==> config.mk <==
export PLATFORM = sky130hd
export DESIGN_NAME = fastram_cycle_ctrl
export DESIGN_NICKNAME = d
export VERILOG_FILES = /design/src/rtl/fastram_cycle_ctrl_pkg.sv /design/src/rtl/fastram_cycle_ctrl_strobe_sync.sv /design/src/rtl/fastram_cycle_ctrl.sv
export SDC_FILE = /design/constraint.sdc
export NUM_CORES = 1
export LEC_CHECK = 0
export BUFFER_PORTS_ARGS = -buffer_cell sky130_fd_sc_hd__buf_2
export CAP_MARGIN = 15
export CORE_UTILIZATION = 44
export DETAILED_ROUTE_END_ITERATION = 8
export GPL_TIMING_DRIVEN = 0
export PLACE_DENSITY_LB_ADDON = 0.3
export SKIP_CTS_REPAIR_TIMING = 1
export SYNTH_ARGS = -nofsm -noshare
export SYNTH_HDL_FRONTEND = slang
export SYNTH_SLANG_ARGS = --single-unit
==> constraint.sdc <==
create_clock -name CLK -period 1.5 [get_ports CLK]
set_input_delay 0.15 -clock CLK [delete_from_list [all_inputs] [get_ports CLK]]
set_output_delay 0.15 -clock CLK [all_outputs]
set_load 0.005 [all_outputs]
==> src/rtl/fastram_cycle_ctrl_pkg.sv <==
// rtl/fastram_cycle_ctrl_pkg.sv - shared state encodings and parameter limits for the Fast RAM sequencer
// Purpose: state enum for the cycle FSM plus the legal ranges of the timing parameters.
// Ports: none (package).
package fastram_cycle_ctrl_pkg;

    localparam logic [2:0] ENC_IDLE   = 3'd0;
    localparam logic [2:0] ENC_SETUP  = 3'd1;
    localparam logic [2:0] ENC_ACCESS = 3'd2;
    localparam logic [2:0] ENC_ACK    = 3'd3;
    localparam logic [2:0] ENC_HOLD   = 3'd4;

    typedef enum logic [2:0] {
        ST_IDLE   = ENC_IDLE,
        ST_SETUP  = ENC_SETUP,
        ST_ACCESS = ENC_ACCESS,
        ST_ACK    = ENC_ACK,
        ST_HOLD   = ENC_HOLD
    } state_t;

    localparam int WAIT_CYC_MIN = 1;
    localparam int WAIT_CYC_MAX = 15;
    localparam int SYNC_STG_MIN = 2;
    localparam int SYNC_STG_MAX = 3;

    // Wide enough for WAIT_CYC_MAX-1.
    localparam int CNT_W = 4;

endpackage

==> src/rtl/fastram_cycle_ctrl_strobe_sync.sv <==
// rtl/fastram_cycle_ctrl_strobe_sync.sv - multi-flop synchroniser for the three 68000 strobes
// Purpose: brings _AS/_UDS/_LDS into the CLK domain through SYNC_STG flops.
// Ports: CLK, RST (sync, active high), i_d[2:0] raw active-low strobes,
//        o_q[2:0] synchronised active-low strobes (reset to all negated).
module fastram_cycle_ctrl_strobe_sync #(
    parameter int SYNC_STG = 2
) (
    input  logic       CLK,
    input  logic       RST,
    input  logic [2:0] i_d,
    output logic [2:0] o_q
);

    logic [2:0] r_chain [SYNC_STG];

    always_ff @(posedge CLK) begin
        if (RST) begin
            for (int i = 0; i < SYNC_STG; i++) begin
                r_chain[i] <= 3'b111;
            end
        end else begin
            r_chain[0] <= i_d;
            for (int i = 1; i < SYNC_STG; i++) begin
                r_chain[i] <= r_chain[i-1];
            end
        end
    end

    assign o_q = r_chain[SYNC_STG-1];

endmodule

==> src/rtl/fastram_cycle_ctrl.sv <==
// rtl/fastram_cycle_ctrl.sv - Fast RAM SRAM cycle sequencer behind the autoconfig decoder
// Purpose: synchronises the CPU strobes, latches address/direction/lanes at cycle start,
//          sequences SETUP -> ACCESS (WAIT_CYC clocks) -> ACK -> HOLD and returns DTACK.
// Ports: CLK, RST (sync, active high); _AS/_UDS/_LDS async active-low strobes; RW (1 = read);
//        ramce base-address match; A word address;
//        ram_a, _ram_ce/_ram_oe/_ram_we/_ram_ub/_ram_lb SRAM controls; data_oe CPU buffer
//        enable; DTACK (positive logic); busy (not idle). All outputs are registered.
module fastram_cycle_ctrl
    import fastram_cycle_ctrl_pkg::*;
#(
    parameter int ADDR_W   = 20,
    parameter int WAIT_CYC = 2,
    parameter int SYNC_STG = 2
) (
    input  logic              CLK,
    input  logic              RST,
    input  logic              _AS,
    input  logic              _UDS,
    input  logic              _LDS,
    input  logic              RW,
    input  logic              ramce,
    input  logic [ADDR_W-1:0] A,
    output logic [ADDR_W-1:0] ram_a,
    output logic              _ram_ce,
    output logic              _ram_oe,
    output logic              _ram_we,
    output logic              _ram_ub,
    output logic              _ram_lb,
    output logic              data_oe,
    output logic              DTACK,
    output logic              busy
);

    localparam logic [CNT_W-1:0] CNT_LOAD = CNT_W'(WAIT_CYC - 1);

    logic [2:0]        w_sync_q;
    logic              w_as_s;
    logic              w_uds_s;
    logic              w_lds_s;

    state_t            r_state;
    state_t            w_next;
    logic              w_start;
    logic [CNT_W-1:0]  r_cnt;
    logic              r_rw;
    logic              r_ub;
    logic              r_lb;
    logic [ADDR_W-1:0] r_ram_a;

    logic              w_rd;
    logic              w_ub;
    logic              w_lb;
    logic              w_act;

    logic              r_ce_n, r_oe_n, r_we_n, r_ub_n, r_lb_n, r_data_oe, r_dtack, r_busy;
    logic              w_ce_n, w_oe_n, w_we_n, w_ub_n, w_lb_n, w_data_oe, w_dtack, w_busy;

    fastram_cycle_ctrl_strobe_sync #(
        .SYNC_STG (SYNC_STG)
    ) u_sync (
        .CLK (CLK),
        .RST (RST),
        .i_d ({_AS, _UDS, _LDS}),
        .o_q (w_sync_q)
    );

    assign w_as_s  = ~w_sync_q[2];
    assign w_uds_s = ~w_sync_q[1];
    assign w_lds_s = ~w_sync_q[0];

    always_comb begin
        w_next  = r_state;
        w_start = 1'b0;
        case (r_state)
            ST_IDLE: begin
                // A strobe without ramce belongs to another device: stay silent.
                if (w_as_s && (w_uds_s || w_lds_s) && ramce) begin
                    w_next  = ST_SETUP;
                    w_start = 1'b1;
                end
            end
            ST_SETUP:  w_next = w_as_s ? ST_ACCESS : ST_IDLE;
            ST_ACCESS: begin
                if (!w_as_s) begin
                    w_next = ST_IDLE;
                end else if (r_cnt == '0) begin
                    w_next = ST_ACK;
                end
            end
            ST_ACK:    w_next = ST_HOLD;
            ST_HOLD:   w_next = w_as_s ? ST_HOLD : ST_IDLE;
            default:   w_next = ST_IDLE;
        endcase

        // Outputs are decoded from the state being entered so they land in the
        // same register update as the state change. On cycle start the fresh
        // direction/lane values are used since the latches update on that edge.
        w_rd  = w_start ? RW      : r_rw;
        w_ub  = w_start ? w_uds_s : r_ub;
        w_lb  = w_start ? w_lds_s : r_lb;
        w_act = (w_next != ST_IDLE);

        w_ce_n    = ~w_act;
        w_ub_n    = ~(w_act & w_ub);
        w_lb_n    = ~(w_act & w_lb);
        w_oe_n    = ~(w_act & w_rd);
        w_data_oe = w_act & w_rd;
        // WE only in ACCESS: released in ACK to give data hold before DTACK.
        w_we_n    = ~((w_next == ST_ACCESS) & ~w_rd);
        w_dtack   = (w_next == ST_ACK) | (w_next == ST_HOLD);
        w_busy    = w_act;
    end

    always_ff @(posedge CLK) begin
        if (RST) begin
            r_state   <= ST_IDLE;
            r_cnt     <= '0;
            r_rw      <= 1'b1;
            r_ub      <= 1'b0;
            r_lb      <= 1'b0;
            r_ram_a   <= '0;
            r_ce_n    <= 1'b1;
            r_oe_n    <= 1'b1;
            r_we_n    <= 1'b1;
            r_ub_n    <= 1'b1;
            r_lb_n    <= 1'b1;
            r_data_oe <= 1'b0;
            r_dtack   <= 1'b0;
            r_busy    <= 1'b0;
        end else begin
            r_state <= w_next;
            if (w_start) begin
                r_ram_a <= A;
                r_rw    <= RW;
                r_ub    <= w_uds_s;
                r_lb    <= w_lds_s;
            end
            if (r_state == ST_SETUP) begin
                r_cnt <= CNT_LOAD;
            end else if ((r_state == ST_ACCESS) && (r_cnt != '0)) begin
                r_cnt <= r_cnt - 1'b1;
            end
            r_ce_n    <= w_ce_n;
            r_oe_n    <= w_oe_n;
            r_we_n    <= w_we_n;
            r_ub_n    <= w_ub_n;
            r_lb_n    <= w_lb_n;
            r_data_oe <= w_data_oe;
            r_dtack   <= w_dtack;
            r_busy    <= w_busy;
        end
    end

    assign ram_a   = r_ram_a;
    assign _ram_ce = r_ce_n;
    assign _ram_oe = r_oe_n;
    assign _ram_we = r_we_n;
    assign _ram_ub = r_ub_n;
    assign _ram_lb = r_lb_n;
    assign data_oe = r_data_oe;
    assign DTACK   = r_dtack;
    assign busy    = r_busy;

endmodule
### Word-level counts from Yosys, hierarchy flattened

Memories as Yosys holds them, arrays and structs flattened.
Cells that the tools add are included.

| operators by class | value |
|---|---|
| $add $sub $neg | 1 |
| eq/ne operators | 7 |
| multiplexer cells | 18 |
| bitwise operators | 16 |
| reduce and logical (&&, ||, !) cells | 10 |

Operators with widths:

| operator | count |
|---|---|
| $mux 3 | 6 |
| $pmux 3 s5 | 1 |
| $eq 3x2->1 const B | 4 |
| $mux 1 | 10 |
| $not 1->1 | 9 |
| $eq 3x3->1 const B | 2 |
| $and 1x1->1 | 4 |
| $logic_not 4->1 | 1 |
| $reduce_bool 4->1 | 1 |
| $sub 4x1->4 const B | 1 |
| $eq 3x1->1 const B | 1 |
| $logic_and 1x1->1 | 3 |
| $logic_not 3->1 | 1 |
| $or 1x1->1 | 3 |
| $reduce_bool 3->1 | 1 |
| $mux 2 | 1 |
| $reduce_bool 2->1 | 1 |
| $reduce_or 2->1 | 1 |
| $logic_or 1x1->1 | 1 |

| storage, ports and cells | value |
|---|---|
| register bits | 38 |
| memory bits (writable) | 6 |
| input port bits | 27 |
| output and inout bits | 28 |
| word-level logic and storage cells | 68 |
| memories kept | 1 |

Memory list:

| memory | words | bits a word | rd ports | clocked after memory_dff | write ports | RTL line | text |
|---|---|---|---|---|---|---|---|
| u_sync.r_chain | 2 | 3 | 2 | 0 | 2 | fastram_cycle_ctrl_strobe_sync.sv:14 | `logic [2:0] r_chain [SYNC_STG];` |

### Logic depth before layout (Yosys ltp)

Gate-level depths: netlist (run 1).
An unclocked memory read counts as a cell.

| depth | value |
|---|---|
| depth in word-level cells | 11 |
| depth in mapped cells | 6 |
| gate-level depth less buffers | 6 |

### Hierarchy

From an unflattened synthesis (run 1), not the netlist that was laid out.

| second synthesis, totals | value |
|---|---|
| cell total of the unflattened synthesis | 180 |
| area total of the unflattened synthesis | 1612.8 sq um |

Modules (own cells, without submodules):

| module | instances | cells an instance | area each (sq um) | seq. area each (sq um) |
|---|---|---|---|---|
| fastram_cycle_ctrl | 1 | 165 | 1432.6 | 760.7 |
| fastram_cycle_ctrl_strobe_sync | 1 | 15 | 180.2 | 120.1 |

### Worst setup path after synthesis (run 1)

No wires, ideal clock.

| path | value |
|---|---|
| kind | reg2reg |
| start point | register r_state[1] |
| end point | register r_oe_n (netlist: _ram_oe) |
| setup time | 0.120 ns |
| data arrival time | 1.412 ns |
| required time | 1.380 ns |
| slack | -0.032 ns |
| cell stages (with the launch flop) | 5 |
| buffers on the path | 1 |
| clock period less this slack | 1.532 ns |
| cells stage by stage | dfxtp_1 -> buf_4 -> or4_1 -> o221a_2 -> a211o_1 |

| on the way | value |
|---|---|
| word-level cells in the longest chain between the ends | 6 |
| elaborated cells on any way between the ends | 14 |
| those cells by class | 4 x eq/ne; 6 x mux; 2 x bitwise; 2 x reduce/logical |

RTL lines:

| what | RTL line | text |
|---|---|---|
| start, declared | fastram_cycle_ctrl.sv:41 | `state_t r_state;` |
| start signal, assigned | fastram_cycle_ctrl.sv:131 | `r_state <= w_next;` |
| $mux 3 | fastram_cycle_ctrl.sv:86 | `end else if (r_cnt == '0) begin` |
| $mux 3 | fastram_cycle_ctrl.sv:84 | `if (!w_as_s) begin` |
| $pmux 3 s5 | fastram_cycle_ctrl.sv:74 | `case (r_state)` |
| $reduce_bool 3->1 | fastram_cycle_ctrl.sv:101 | `w_act = (w_next != ST_IDLE);` |
| $and 1x1->1 * | fastram_cycle_ctrl.sv:106 | `w_oe_n = ~(w_act & w_rd);` |
| $not 1->1 * | fastram_cycle_ctrl.sv:106 |  |
| end signal, assigned | fastram_cycle_ctrl.sv:144 | `r_oe_n <= w_oe_n;` |
| end, declared | fastram_cycle_ctrl.sv:55 | `logic r_ce_n, r_oe_n, r_we_n, r_ub_n, r_lb_n, r_data_oe, r_dtack, r_busy;` |

Mark *: on every way between the ends. The rest lies on a longest branch, timed or not.
A chain may end at the register's enable or synchronous reset.

### Worst setup path in the final report (run 1)

| path | value |
|---|---|
| start point | register r_state[2] |
| end point | register r_oe_n (netlist: _ram_oe) |

The elaborated chain is that of the path after synthesis.

==> results of run 1 <==
-- kinds of logic after synthesis --
family / after synthesis
AO/OA/AOI/OAI: 42
multiplexers: 1
XOR/XNOR: 3
adder cells (fa/ha/maj): 1
flip-flops: 44
buffers and inverters: 15
AND/OR/NAND/NOR: 75
-- path summary, 6_finish.rpt --
path                              from                    to  slack (ns)  cells past startpoint
setup / recovery            r_state[2]               _ram_oe       -0.11                      4
hold / removal                     RST            r_state[1]       -0.01                      2
hold reg to reg   u_sync.r_chain[0][0]  u_sync.r_chain[0][3]        0.42                      1
setup reg to reg            r_state[2]               _ram_oe       -0.11                      4
-- synthesized netlist by cell type, types with 2 or more instances --
cell type	n
sky130_fd_sc_hd__nand2_1	44
sky130_fd_sc_hd__o21ai_1	2
sky130_fd_sc_hd__or2_2	6
sky130_fd_sc_hd__nor2_1	6
sky130_fd_sc_hd__a211oi_1	2
sky130_fd_sc_hd__a211o_1	2
sky130_fd_sc_hd__xor2_1	2
sky130_fd_sc_hd__a21oi_2	2
sky130_fd_sc_hd__nor3_1	2
sky130_fd_sc_hd__o21ai_0	4
sky130_fd_sc_hd__buf_2	5
sky130_fd_sc_hd__buf_4	2
sky130_fd_sc_hd__dfxtp_1	44
sky130_fd_sc_hd__nand3_1	3
sky130_fd_sc_hd__inv_1	3
sky130_fd_sc_hd__or3_1	2
sky130_fd_sc_hd__nor3b_1	2
sky130_fd_sc_hd__a21oi_1	24
sky130_fd_sc_hd__a21o_1	2
sky130_fd_sc_hd__clkbuf_1	4
-- per-stage QoR --
| step | utilization (%) | worst slack [ns] |
|---|---|---|
| finish | 68.5 | -0.107 |
| CTS | 58.2 | -0.156 |
| floorplan | - | -0.0154 |
| global placement | 56.8 | -0.126 |
| global route | 68.5 | -0.136 |
| detailed placement | 56.8 | -0.143 |
-- cell usage in the layout (no fill, tap or decap), types with 5 or more instances in the layout --
| master | count |
|---|---|
| sky130_fd_sc_hd__buf_6 | 6 |
| sky130_fd_sc_hd__nand2_1 | 29 |
| sky130_fd_sc_hd__clkbuf_1 | 5 |
| sky130_fd_sc_hd__nand2_2 | 11 |
| sky130_fd_sc_hd__buf_2 | 54 |
| sky130_fd_sc_hd__or2_2 | 6 |
| sky130_fd_sc_hd__dfxtp_1 | 39 |
| sky130_fd_sc_hd__clkbuf_4 | 5 |
| sky130_fd_sc_hd__a21oi_1 | 13 |
| sky130_fd_sc_hd__a21oi_2 | 13 |
-- power breakdown --
group	internal (mW)	switching [mW]	total (mW)
Sequential	1.18	0.00818	1.18
Clock	0.173	0.352	0.525
Combinational	0.0575	0.0532	0.111
-- worst register-to-register path: cells and delay by family (launching register included) --
kind,cells,cell delay [ns]
and+or+nand+nor,1,0.54
AOI/OAI and AO/OA,2,0.50
buffers and inverters,1,0.13
DFF,1,0.34
-- per-layer routing --
| metal | up-vias | global-route usage (%) | part of all wire, % |
|---|---|---|---|
| met5 | - | 0 | 0 |
| met4 | 0 | 6.98 | 1.2 |
| li1 | 749 | - | - |
| met2 | 33 | 27.1 | 49 |
| met1 | 695 | 23.0 | 45 |
| met3 | 6 | 4.41 | 4.0 |
-- registers in the layout (all words and copies together) (netlist names), 3 cells and up --
name,count
r_state,3
r_cnt,4
ram_a,20
u_sync.r_chain,6
-- layout make-up --
cell class,instances,area (um2)
Clock buffer,6,41.3
Tap cell,46,57.6
Sequential cell,44,895
Multi-Input combinational cell,122,862
Inverter,4,15.0
Clock inverter,1,5.00
Buffer,9,71.3
Timing Repair Buffer,65,394
Fill cell,283,1070
==> impl_results.rst, run 1 <==
.. list-table::
   :header-rows: 1

   * - Metric
     - Value
   * - Result of the run
     - finished, violations left
   * - Failing checks
     - hold timing, setup timing
   * - Residual DRC
     - 0
   * - Net count reported at finish
     - 279
   * - Final clock period utilization by the worst path
     - 107%
   * - Vertical extent of the die
     - roughly 62 um
   * - Maximum number of pins on one net before global-route repair
     - 13
   * - Mean routed wirelength per cell
     - 12.1 um
   * - Number of routed nets with antenna violations
     - 0
   * - Clock transition at the register clock pins on the worst setup and hold paths after CTS
     - 0.12 ns
   * - Floorplan Core Area
     - about 3400 um2
   * - Total non-filler cell area in the finished layout
     - 2340 um2
   * - Simple-gate portion of the synthesized area
     - 22.0%
   * - Crit path kind
     - register to register
   * - Most used DFF post-synth
     - sky130_fd_sc_hd__dfxtp_1
   * - Synth Area per Inst
     - 8.84 um2
   * - Number of enable-type register cells in the synthesized netlist
     - 0
   * - Depth of the CTS H-tree
     - 2
   * - Peak per-stage delay on the critical path
     - 0.54 ns
   * - Share of the synthesized area in compound gates (AO/OA/AOI/OAI)
     - between 15 and 20%
   * - Share of post-route cells with drive strength above 1
     - 52.6%
   * - WP data arrival
     - 1.85 ns
   * - Via count of the first global-routing pass
     - 1,238
   * - Hold Vio Cnt, Final
     - 1
   * - Diodes inserted
     - 0
   * - Die Footprint
     - 3880 um2
   * - Wire length of the first global-routing pass
     - between 5 and 6 mm
   * - Number of violations reported at the end of detailed-routing iteration 0
     - 73
   * - Kind of cell adding the most delay to the critical path
     - simple AND/OR/NAND/NOR gates
   * - Clk Tree Root Cell
     - sky130_fd_sc_hd__clkbuf_4
   * - Top cells by area, synth
     - sky130_fd_sc_hd__dfxtp_1 55%, sky130_fd_sc_hd__nand2_1 10%, sky130_fd_sc_hd__a21oi_1 7.5%
   * - Max Buffers Root-to-Sink
     - 2
   * - Chain of cells forming the critical path
     - buf_6, nor4b_1, a21oi_2, a211o_1
   * - Worst-case headroom to the max-slew limit
     - approximately three fifths
   * - Via-to-Cell Ratio
     - 4.99
   * - Gate count of the mapped netlist
     - 181
   * - Area growth from synthesis to layout
     - 46.3%
   * - Final weighted congestion of routability-driven global placement
     - 0.823
   * - Worst hold margin
     - -0.0100 ns
   * - Flop and latch count out of synthesis
     - 44
   * - Cell area after synthesis
     - between 1500 and 2000 um2
   * - Highest-delay cell along the critical path
     - sky130_fd_sc_hd__nor4b_1
   * - TritonCTS clock tree
     - yes
   * - Starting density of the core
     - a little under half
   * - Post-synth top area cell
     - sky130_fd_sc_hd__dfxtp_1
   * - Setup-failing EPs final
     - 25
   * - Post-layout minimum cycle time
     - between 1.5 and 2 ns
   * - Final instance count without filler cells
     - 297
   * - Routed WL
     - 3.60 mm
   * - Post-synthesis share of cell area spent on full adders, half adders and majority gates
     - 0.782%
   * - Sinks on the clock net
     - 44
   * - Final Max Tran Viols
     - 0
   * - Dpl cell area
     - 1940 um2
   * - Gr usage total
     - 17.4%
   * - Setup repair after global routing missed its margin
     - yes
   * - Yosys top cell area share
     - between 50 and 60%
   * - CP Max Fanout
     - 8
   * - Leakage power
     - ~0.96 nW
   * - Post-synth ARST share
     - 0%
   * - Number of max-cap violations
     - 0
   * - Count of unique library cells instantiated by Yosys
     - 38
   * - Site Rows
     - 21
   * - Post-layout worst setup margin
     - -0.107 ns
   * - Cells after DPL
     - 281
   * - Summed negative setup slack over all endpoints
     - -0.564 ns
   * - Worst slew pin tran
     - 0.577 ns
   * - Total power after layout
     - approximately 1.8 mW
   * - Vias after detailed routing
     - 1,483
   * - Part of the Yosys area used for sequential elements
     - a little under three fifths
   * - CP Data Required Time
     - 1.74 ns
   * - Post-Route Skew
     - 0.0103 ns
   * - Syn Nets
     - roughly 210
   * - Highest clock rate
     - 622 MHz
   * - Type of the tightest min-delay check
     - input pin to register
   * - Clock latency on the worst-skew pair
     - 0.35 ns
   * - Xor/xnor cell area share of the yosys netlist
     - 1.64%
   * - Worst VDD drop
     - 0.000594 V
   * - Largest family of logic cells by synthesized area
     - simple AND/OR/NAND/NOR gates
   * - Global route overflow
     - 0
   * - Yosys warning count
     - 0
   * - Crit path buf inv count
     - 1
   * - CTS Buf Count
     - 5
   * - I/O pins
     - 55
   * - Die width
     - 62.3 um
   * - Detailed placer's ending HPWL
     - approximately 2.2 mm
   * - Number of I/O port buffers
     - 54
   * - Crit path launch type
     - register
   * - Pre-antenna DRT Iters
     - 4
   * - Number of antenna violations at the first check in global routing
     - 0
   * - Type of destination of the critical path
     - register
   * - Multiplexer fraction of the synthesized cell area
     - less than 1%
   * - Pwr per Cell Area
     - between 700 and 800 nW/um2
Note: power is estimated with default switching activity, not from simulation.
==> run 2: changes to the inputs <==
CAP_MARGIN = 40   (was 15)
SYNTH_HIERARCHICAL = 1   (was unset)
==> impl_results.rst, run 2 <==
.. list-table::
   :header-rows: 1

   * - Metric
     - Value
   * - CP Data Required Time
     - 1.74 ns (about the same)
   * - Crit path launch type
     - register
   * - Floorplan Core Area
     - 3420 um2 (unchanged)
   * - Type of destination of the critical path
     - register
   * - Clock latency on the worst-skew pair
     - 0.35 ns (about the same)
   * - Result of the run
     - finished, violations left
   * - Clk Tree Root Cell
     - sky130_fd_sc_hd__clkbuf_4
   * - Pre-antenna DRT Iters
     - 4 (unchanged)
   * - Mean routed wirelength per cell
     - 11.2 um (-7.7%)
   * - Endpoint of the worst hold-timing path
     - ram_a[14]
   * - Max Buffers Root-to-Sink
     - 2 (unchanged)
   * - Net count reported at finish
     - 275 (-1.4%)
   * - TritonCTS clock tree
     - yes
   * - Cell area after synthesis
     - 1610 um2 (+0.78%)
   * - Number of routed nets with antenna violations
     - 0 (unchanged)
   * - Highest clock rate
     - 648 MHz (+4.1%)
   * - Number of antenna violations at the first check in global routing
     - 0 (unchanged)
   * - Most numerous cell types in the synthesized netlist
     - 44 x sky130_fd_sc_hd__dfxtp_1, 43 x sky130_fd_sc_hd__nand2_1, 22 x sky130_fd_sc_hd__a21oi_1
   * - Post-synthesis share of cell area spent on full adders, half adders and majority gates
     - 0.776% (-0.0061 points)
   * - Clock transition at the register clock pins on the worst setup and hold paths after CTS
     - 0.13 ns (about the same)
   * - Type of the tightest min-delay check
     - input pin to register
   * - Share of total power in combinational logic
     - 4.9% (-1.2 points)
   * - Multiplexer fraction of the synthesized cell area
     - 1.86% (+1.2 points)
   * - Flip-flop count of the largest register after layout
     - 20 (unchanged)
   * - Via count of the first global-routing pass
     - 1,284 (+3.7%)
   * - Worst slew pin tran
     - 0.474 ns (-0.103 ns)
   * - Most used cells in the layout excluding fill and tap cells
     - 55 x sky130_fd_sc_hd__buf_2, 43 x sky130_fd_sc_hd__nand2_1, 40 x sky130_fd_sc_hd__dfxtp_1
   * - Wire length of the first global-routing pass
     - 5.37 mm (-0.37%)
   * - Simple-gate portion of the synthesized area
     - 26.7% (+4.7 points)
   * - Top cells by area, synth
     - sky130_fd_sc_hd__dfxtp_1 55%, sky130_fd_sc_hd__nand2_1 10%, sky130_fd_sc_hd__a21oi_1 6.8%
   * - Number of violations reported at the end of detailed-routing iteration 0
     - 38 (-48%)
   * - Number of max-cap violations
     - 0 (unchanged)
   * - Starting density of the core
     - 47.2% (+0.37 points)
   * - CP Max Fanout
     - 6 (-2)
   * - Internal Power
     - 1.67 mW (+19%)
   * - Startpoint of the worst-slack reg-to-reg timing path
     - r_cnt[1]
   * - Detailed placer's ending HPWL
     - 2.21 mm (about the same)
   * - Pwr per Cell Area
     - 961 nW/um2 (+24%)
   * - Die Footprint
     - 3910 um2 (+0.76%)
   * - Share of post-route cells with drive strength above 1
     - 36.3% (-16 points)
   * - Register-to-Register Setup Slack
     - -0.04 ns (+0.06 ns)
   * - Via-to-Cell Ratio
     - 4.77 (-4.6%)
   * - Worst VDD drop
     - 0.000652 V (+9.7%)
   * - Global route overflow
     - 0 (unchanged)
   * - Sinks on the clock net
     - 44 (unchanged)
   * - Diodes inserted
     - 0 (unchanged)
   * - Share of total power in the clock network
     - 38.3% (+9.5 points)
   * - Part of the Yosys area used for sequential elements
     - 54.6% (-0.43 points)
   * - Final Max Tran Viols
     - 0 (unchanged)
   * - Syn Nets
     - 208 (-0.48%)
   * - Post-Route Skew
     - 0.00991 ns (-0.000351 ns)
   * - Setup WS pre-CTS
     - -0.181 ns (-0.0382 ns)
   * - Fillcell total
     - 313 (+11%)
   * - Switching share of total power
     - 19.6% (-3.1 points)
   * - Worst-case headroom to the max-slew limit
     - 68.3% (+7.4 points)
   * - Gate count of the mapped netlist
     - 180 (-0.55%)
   * - Setup repair after global routing missed its margin
     - yes
   * - Worst reg2reg path depth
     - 6 (+2)
   * - Yosys top cell area share
     - 54.6% (-0.43 points)
   * - Depth of the worst hold-timing path
     - 3 (+1)
   * - Site Rows
     - 21 (unchanged)
   * - Leakage power
     - 0.946 nW (-0.99%)
   * - Commonest non-fill, non-tap cell in the layout
     - sky130_fd_sc_hd__buf_2
   * - Vertical extent of the die
     - 62.5 um (+0.38%)
   * - Post-synth top area cell
     - sky130_fd_sc_hd__dfxtp_1
   * - Switching power
     - 0.408 mW (-1.3%)
   * - Failing checks
     - setup timing
   * - Gr usage total
     - 17.2% (-0.23 points)
   * - Post-synth ARST share
     - 0% (unchanged)
   * - Number of I/O port buffers
     - 54 (unchanged)
   * - Post-layout worst setup margin
     - -0.0432 ns (+0.0638 ns)
   * - Most used DFF post-synth
     - sky130_fd_sc_hd__dfxtp_1
   * - Hold Vio Cnt, Final
     - 0 (-1)
   * - Routed WL
     - 3.29 mm (-8.6%)
   * - CTS Buf Count
     - 5 (unchanged)
   * - Flop pwr share
     - 56.8% (-8.3 points)
   * - Summed negative setup slack over all endpoints
     - -0.0482 ns (+0.515 ns)
   * - Crit path kind
     - register to register
   * - Synth Area per Inst
     - 8.96 um2 (+1.3%)
   * - End of the worst register-to-register path
     - _ram_lb
   * - Final weighted congestion of routability-driven global placement
     - 0.769 (-6.5%)
   * - Flop and latch count out of synthesis
     - 44 (unchanged)
   * - Die width
     - 62.5 um (+0.38%)
   * - Count of unique library cells instantiated by Yosys
     - 35 (-7.9%)
   * - Final clock period utilization by the worst path
     - 103% (-4.3 points)
   * - I/O pins
     - 55 (unchanged)
   * - Largest family of logic cells by synthesized area
     - simple AND/OR/NAND/NOR gates
   * - Post-layout minimum cycle time
     - 1.54 ns (-0.0638 ns)
   * - Number of enable-type register cells in the synthesized netlist
     - 0 (unchanged)
   * - Share of the synthesized area in compound gates (AO/OA/AOI/OAI)
     - 9.39% (-6.2 points)
   * - Xor/xnor cell area share of the yosys netlist
     - 1.63% (-0.013 points)
   * - Startpoint of the most critical hold path
     - A[14]
   * - Most instantiated library cell after synthesis
     - sky130_fd_sc_hd__dfxtp_1
   * - Area growth from synthesis to layout
     - 34.4%
   * - Setup-failing EPs final
     - 2 (-92%)
   * - Maximum number of pins on one net before global-route repair
     - 14 (+1)
   * - Vias after detailed routing
     - 1,401 (-5.5%)
   * - Depth of the CTS H-tree
     - 2 (unchanged)
   * - Yosys warning count
     - 6 (+6)
   * - WP data arrival
     - 1.78 ns (-0.07 ns)
   * - Residual DRC
     - 0 (unchanged)
## run 2: critical path, cell delays in order (launching register included)
cell and delay [ns]:
sky130_fd_sc_hd__dfxtp_2 0.35, sky130_fd_sc_hd__inv_2 0.07, sky130_fd_sc_hd__ha_4 0.13, sky130_fd_sc_hd__nor3b_4 0.23
sky130_fd_sc_hd__nand3_2 0.10, sky130_fd_sc_hd__and3_4 0.20, sky130_fd_sc_hd__or3_1 0.34
## run 2: worst max path at each step
stage                  start  endpoint  slack, ns  cells after the start
floorplan           r_cnt[0]   _ram_lb       0.03                      6
CTS                 r_cnt[0]   _ram_ub      -0.22                      6
finish              r_cnt[1]   _ram_lb      -0.04                      6
global route        r_cnt[1]   _ram_lb      -0.09                      6
detailed placement  r_cnt[0]   _ram_ub      -0.18                      6
global placement    r_cnt[0]   _ram_ub      -0.18                      6
## run 2: kinds of logic (layout without fill, tap and decap cells)
kind of cell	after synthesis	in the layout
AND/OR/NAND/NOR	85	85
flip-flops	44	44
AO/OA/AOI/OAI	28	28
buffers and inverters	16	84
XOR/XNOR	3	3
multiplexers	3	3
adder cells (fa/ha/maj)	1	1
## run 2: layout make-up
cell class	instances	area [um2]	area share, %
flip-flops and latches	44	888	41.0
multi-input cells	120	717	33.1
repair buffers	60	323	14.9
plain buffers	11	67.6	3.12
clock buffers	7	65.1	3.00
well taps	46	57.6	2.66
clock inverters	1	30.0	1.39
inverters	5	18.8	0.866
## run 2: metal layers
layer,GRT usage [%],vias up,routed length (um)
li1,-,727,-
met3,4.74,7,183
met1,21.3,622,1560
met2,27.2,45,1500
met5,0,-,0
met4,8.72,0,52
## run 2: power groups by stage
stage	combinational (mW)	clock, mW	sequential, mW
2_1_floorplan	0.0400	0	1.21
3_3_place_gp	0.0911	0	1.21
3_5_place_dp	0.0910	0	1.21
4_1_cts	0.0914	0.812	1.18
5_1_grt	0.115	0.873	1.19
6_report	0.102	0.797	1.18
## run 2: stage by stage
stage,hold WS (ns),util (%),std cells,area (um2),power [mW]
after floorplan,0.234,-,180,1610,1.25
after global placement,0.326,56.8,280,1940,1.30
after detailed placement,0.332,56.8,280,1940,1.30
after CTS,-0.0385,59.6,288,2040,2.09
after global routing,0.00443,63.4,294,2170,2.17
final,0.0191,63.4,294,2170,2.08
==> run 3: changes to the inputs <==
--- a/config.mk
+++ b/config.mk
@@ -9,2 +9,3 @@
 export CAP_MARGIN = 40
+export CORE_MARGIN = 3
 export CORE_UTILIZATION = 44
--- a/constraint.sdc
+++ b/constraint.sdc
@@ -3,2 +3,2 @@
 set_output_delay 0.15 -clock CLK [all_outputs]
-set_load 0.005 [all_outputs]
+set_load 0.02 [all_outputs]
==> impl_results.rst, run 3 (synthesized netlist as in run 2, its figures left out) <==
.. list-table::
   :header-rows: 1

   * - Metric
     - Value
   * - Area growth from synthesis to layout
     - 30.6%
   * - Net count reported at finish
     - 272 (-1.1%)
   * - Flip-flop count of the largest register after layout
     - 20 (unchanged)
   * - Post-Route Skew
     - 0.00437 ns (-0.00555 ns)
   * - Via-to-Cell Ratio
     - 4.76 (-0.12%)
   * - Clock latency on the worst-skew pair
     - 0.29 ns (-0.06 ns)
   * - Result of the run
     - finished, violations left
   * - Diodes inserted
     - 0 (unchanged)
   * - Worst hold margin
     - 0.0319 ns (+0.0128 ns)
   * - Worst-case headroom to the max-slew limit
     - 69.3% (+0.97 points)
   * - Post-layout worst setup margin
     - -0.0508 ns (-0.00762 ns)
   * - Gr usage total
     - 15.4% (-1.7 points)
   * - Type of the tightest min-delay check
     - input pin to register
   * - Setup WS pre-CTS
     - -0.160 ns (+0.0210 ns)
   * - Worst VDD drop
     - 0.000639 V (-2.0%)
   * - TritonCTS clock tree
     - yes
   * - Final Max Tran Viols
     - 0 (unchanged)
   * - CP Data Required Time
     - 1.67 ns (-0.07 ns)
   * - Via count of the first global-routing pass
     - 1,176 (-8.4%)
   * - Worst slew pin tran
     - 0.456 ns (-0.0177 ns)
   * - Die Footprint
     - 4430 um2 (+13%)
   * - Hold Vio Cnt, Final
     - 0 (unchanged)
   * - Vias after detailed routing
     - 1,385 (-1.1%)
   * - CTS Buf Count
     - 5 (unchanged)
   * - Vertical extent of the die
     - 66.5 um (+6.4%)
   * - Failing checks
     - setup timing
   * - Share of post-route cells with drive strength above 1
     - 36.3% (about the same)
   * - Setup-failing EPs final
     - 3 (+1)
   * - Final weighted congestion of routability-driven global placement
     - 0.733 (-4.7%)
   * - Depth of the CTS H-tree
     - 2 (unchanged)
   * - Post-layout minimum cycle time
     - 1.55 ns (+0.00762 ns)
   * - Crit path kind
     - register to register
   * - Clk Tree Root Cell
     - sky130_fd_sc_hd__clkbuf_8
   * - Sinks on the clock net
     - 44 (unchanged)
   * - Pwr per Cell Area
     - 966 nW/um2 (+0.52%)
   * - Die width
     - 66.5 um (+6.4%)
   * - Fillcell total
     - 292 (-6.7%)
   * - Number of I/O port buffers
     - 54 (unchanged)
   * - Starting density of the core
     - 46.9% (-0.36 points)
   * - Site Rows
     - 21 (unchanged)
   * - Residual DRC
     - 0 (unchanged)
   * - Number of violations reported at the end of detailed-routing iteration 0
     - 38 (unchanged)
   * - Summed negative setup slack over all endpoints
     - -0.0679 ns (-0.0197 ns)
   * - Final clock period utilization by the worst path
     - 103% (+0.51 points)
   * - Leakage power
     - 0.941 nW (-0.55%)
   * - WP data arrival
     - 1.72 ns (-0.06 ns)
   * - Wire length of the first global-routing pass
     - 5.09 mm (-5.1%)
   * - Clock transition at the register clock pins on the worst setup and hold paths after CTS
     - 0.08 ns (-0.05 ns)
   * - Max Buffers Root-to-Sink
     - 2 (unchanged)
   * - Commonest non-fill, non-tap cell in the layout
     - sky130_fd_sc_hd__buf_2
   * - Total power after layout
     - 2.03 mW (-2.3%)
   * - Floorplan Core Area
     - 3440 um2 (+0.77%)
   * - Mean routed wirelength per cell
     - 11.7 um (+4.3%)
   * - Number of routed nets with antenna violations
     - 0 (unchanged)
   * - Type of destination of the critical path
     - register
   * - Maximum number of pins on one net before global-route repair
     - 15 (+1)
   * - Pre-antenna DRT Iters
     - 4 (unchanged)
   * - Number of antenna violations at the first check in global routing
     - 0 (unchanged)
   * - Setup repair after global routing missed its margin
     - yes
   * - Crit path launch type
     - register
   * - I/O pins
     - 55 (unchanged)
   * - CP Max Fanout
     - 6 (unchanged)
   * - Highest clock rate
     - 645 MHz (-0.49%)
   * - Most used cells in the layout excluding fill and tap cells
     - 56 x sky130_fd_sc_hd__buf_2, 43 x sky130_fd_sc_hd__nand2_1, 41 x sky130_fd_sc_hd__dfxtp_1
   * - Detailed placer's ending HPWL
     - 2.38 mm (+8.0%)
   * - Global route overflow
     - 0 (unchanged)
   * - Number of max-cap violations
     - 0 (unchanged)
   * - Routed WL
     - 3.40 mm (+3.3%)
[run 3: changes by cell type in the layout (fill, tap and decap cells not counted), sizes merged]
| cell | change |
|---|---|
| clkinvlp | +2 |
| dlygate4sd3 | -3 |
| clkbuf | -2 |
| bufinv | -1 |
| buf | +1 |
[run 3: worst paths after layout]
| path | from | to | slack (ns) | cells after the start |
|---|---|---|---|---|
| max reg2reg | r_cnt[0] | _ram_ub | -0.05 | 6 |
| min | _AS | u_sync/r_chain[0][2] | 0.03 | 2 |
| max | r_cnt[0] | _ram_ub | -0.05 | 6 |
| min reg2reg | u_sync/r_chain[0][2] | u_sync/r_chain[0][5] | 0.41 | 1 |
[run 3: metal layers]
layer	global-route usage [%]	wire length, um	up-vias
li1	-	-	717
met1	18.4	1490	614
met2	25.2	1630	49
met3	4.38	239	5
met4	7.61	46	0
met5	0	0	-
[run 3: critical path, cell delays in order, from the launching register on]
cell                      delay, ns
sky130_fd_sc_hd__dfxtp_4       0.36
sky130_fd_sc_hd__inv_2         0.06
sky130_fd_sc_hd__ha_4          0.13
sky130_fd_sc_hd__nor3b_4       0.21
sky130_fd_sc_hd__nand3_2       0.12
sky130_fd_sc_hd__and3_4        0.21
sky130_fd_sc_hd__or3_1         0.34
[run 3: stage by stage]
| stage | area, um2 | utilization [%] | std cells |
|---|---|---|---|
| 2_1_floorplan | 1610 | - | 180 |
| 3_3_place_gp | 1940 | 56.4 | 280 |
| 3_5_place_dp | 1940 | 56.4 | 280 |
| 4_1_cts | 2040 | 59.2 | 288 |
| 5_1_grt | 2110 | 61.2 | 291 |
| 6_report | 2110 | 61.2 | 291 |
[run 3: final cells by class]
cell class                      count  area, um2  area share (%)
Buffer                             11       65.1            3.09
Clock buffer                        6       82.6            3.92
Clock inverter                      2       15.0           0.713
Inverter                            5       18.8           0.891
Multi-Input combinational cell    120        687            32.6
Sequential cell                    44        887            42.1
Tap cell                           46       57.6            2.73
Timing Repair Buffer               57        293            13.9
[run 3: power by group]
group / leakage (nW) / switching (mW) / internal (mW)
clock: 0.0434 / 0.381 / 0.372
combinational: 0.540 / 0.0519 / 0.0466
sequential: 0.358 / 0.00362 / 1.18
total: 0.941 / 0.437 / 1.60
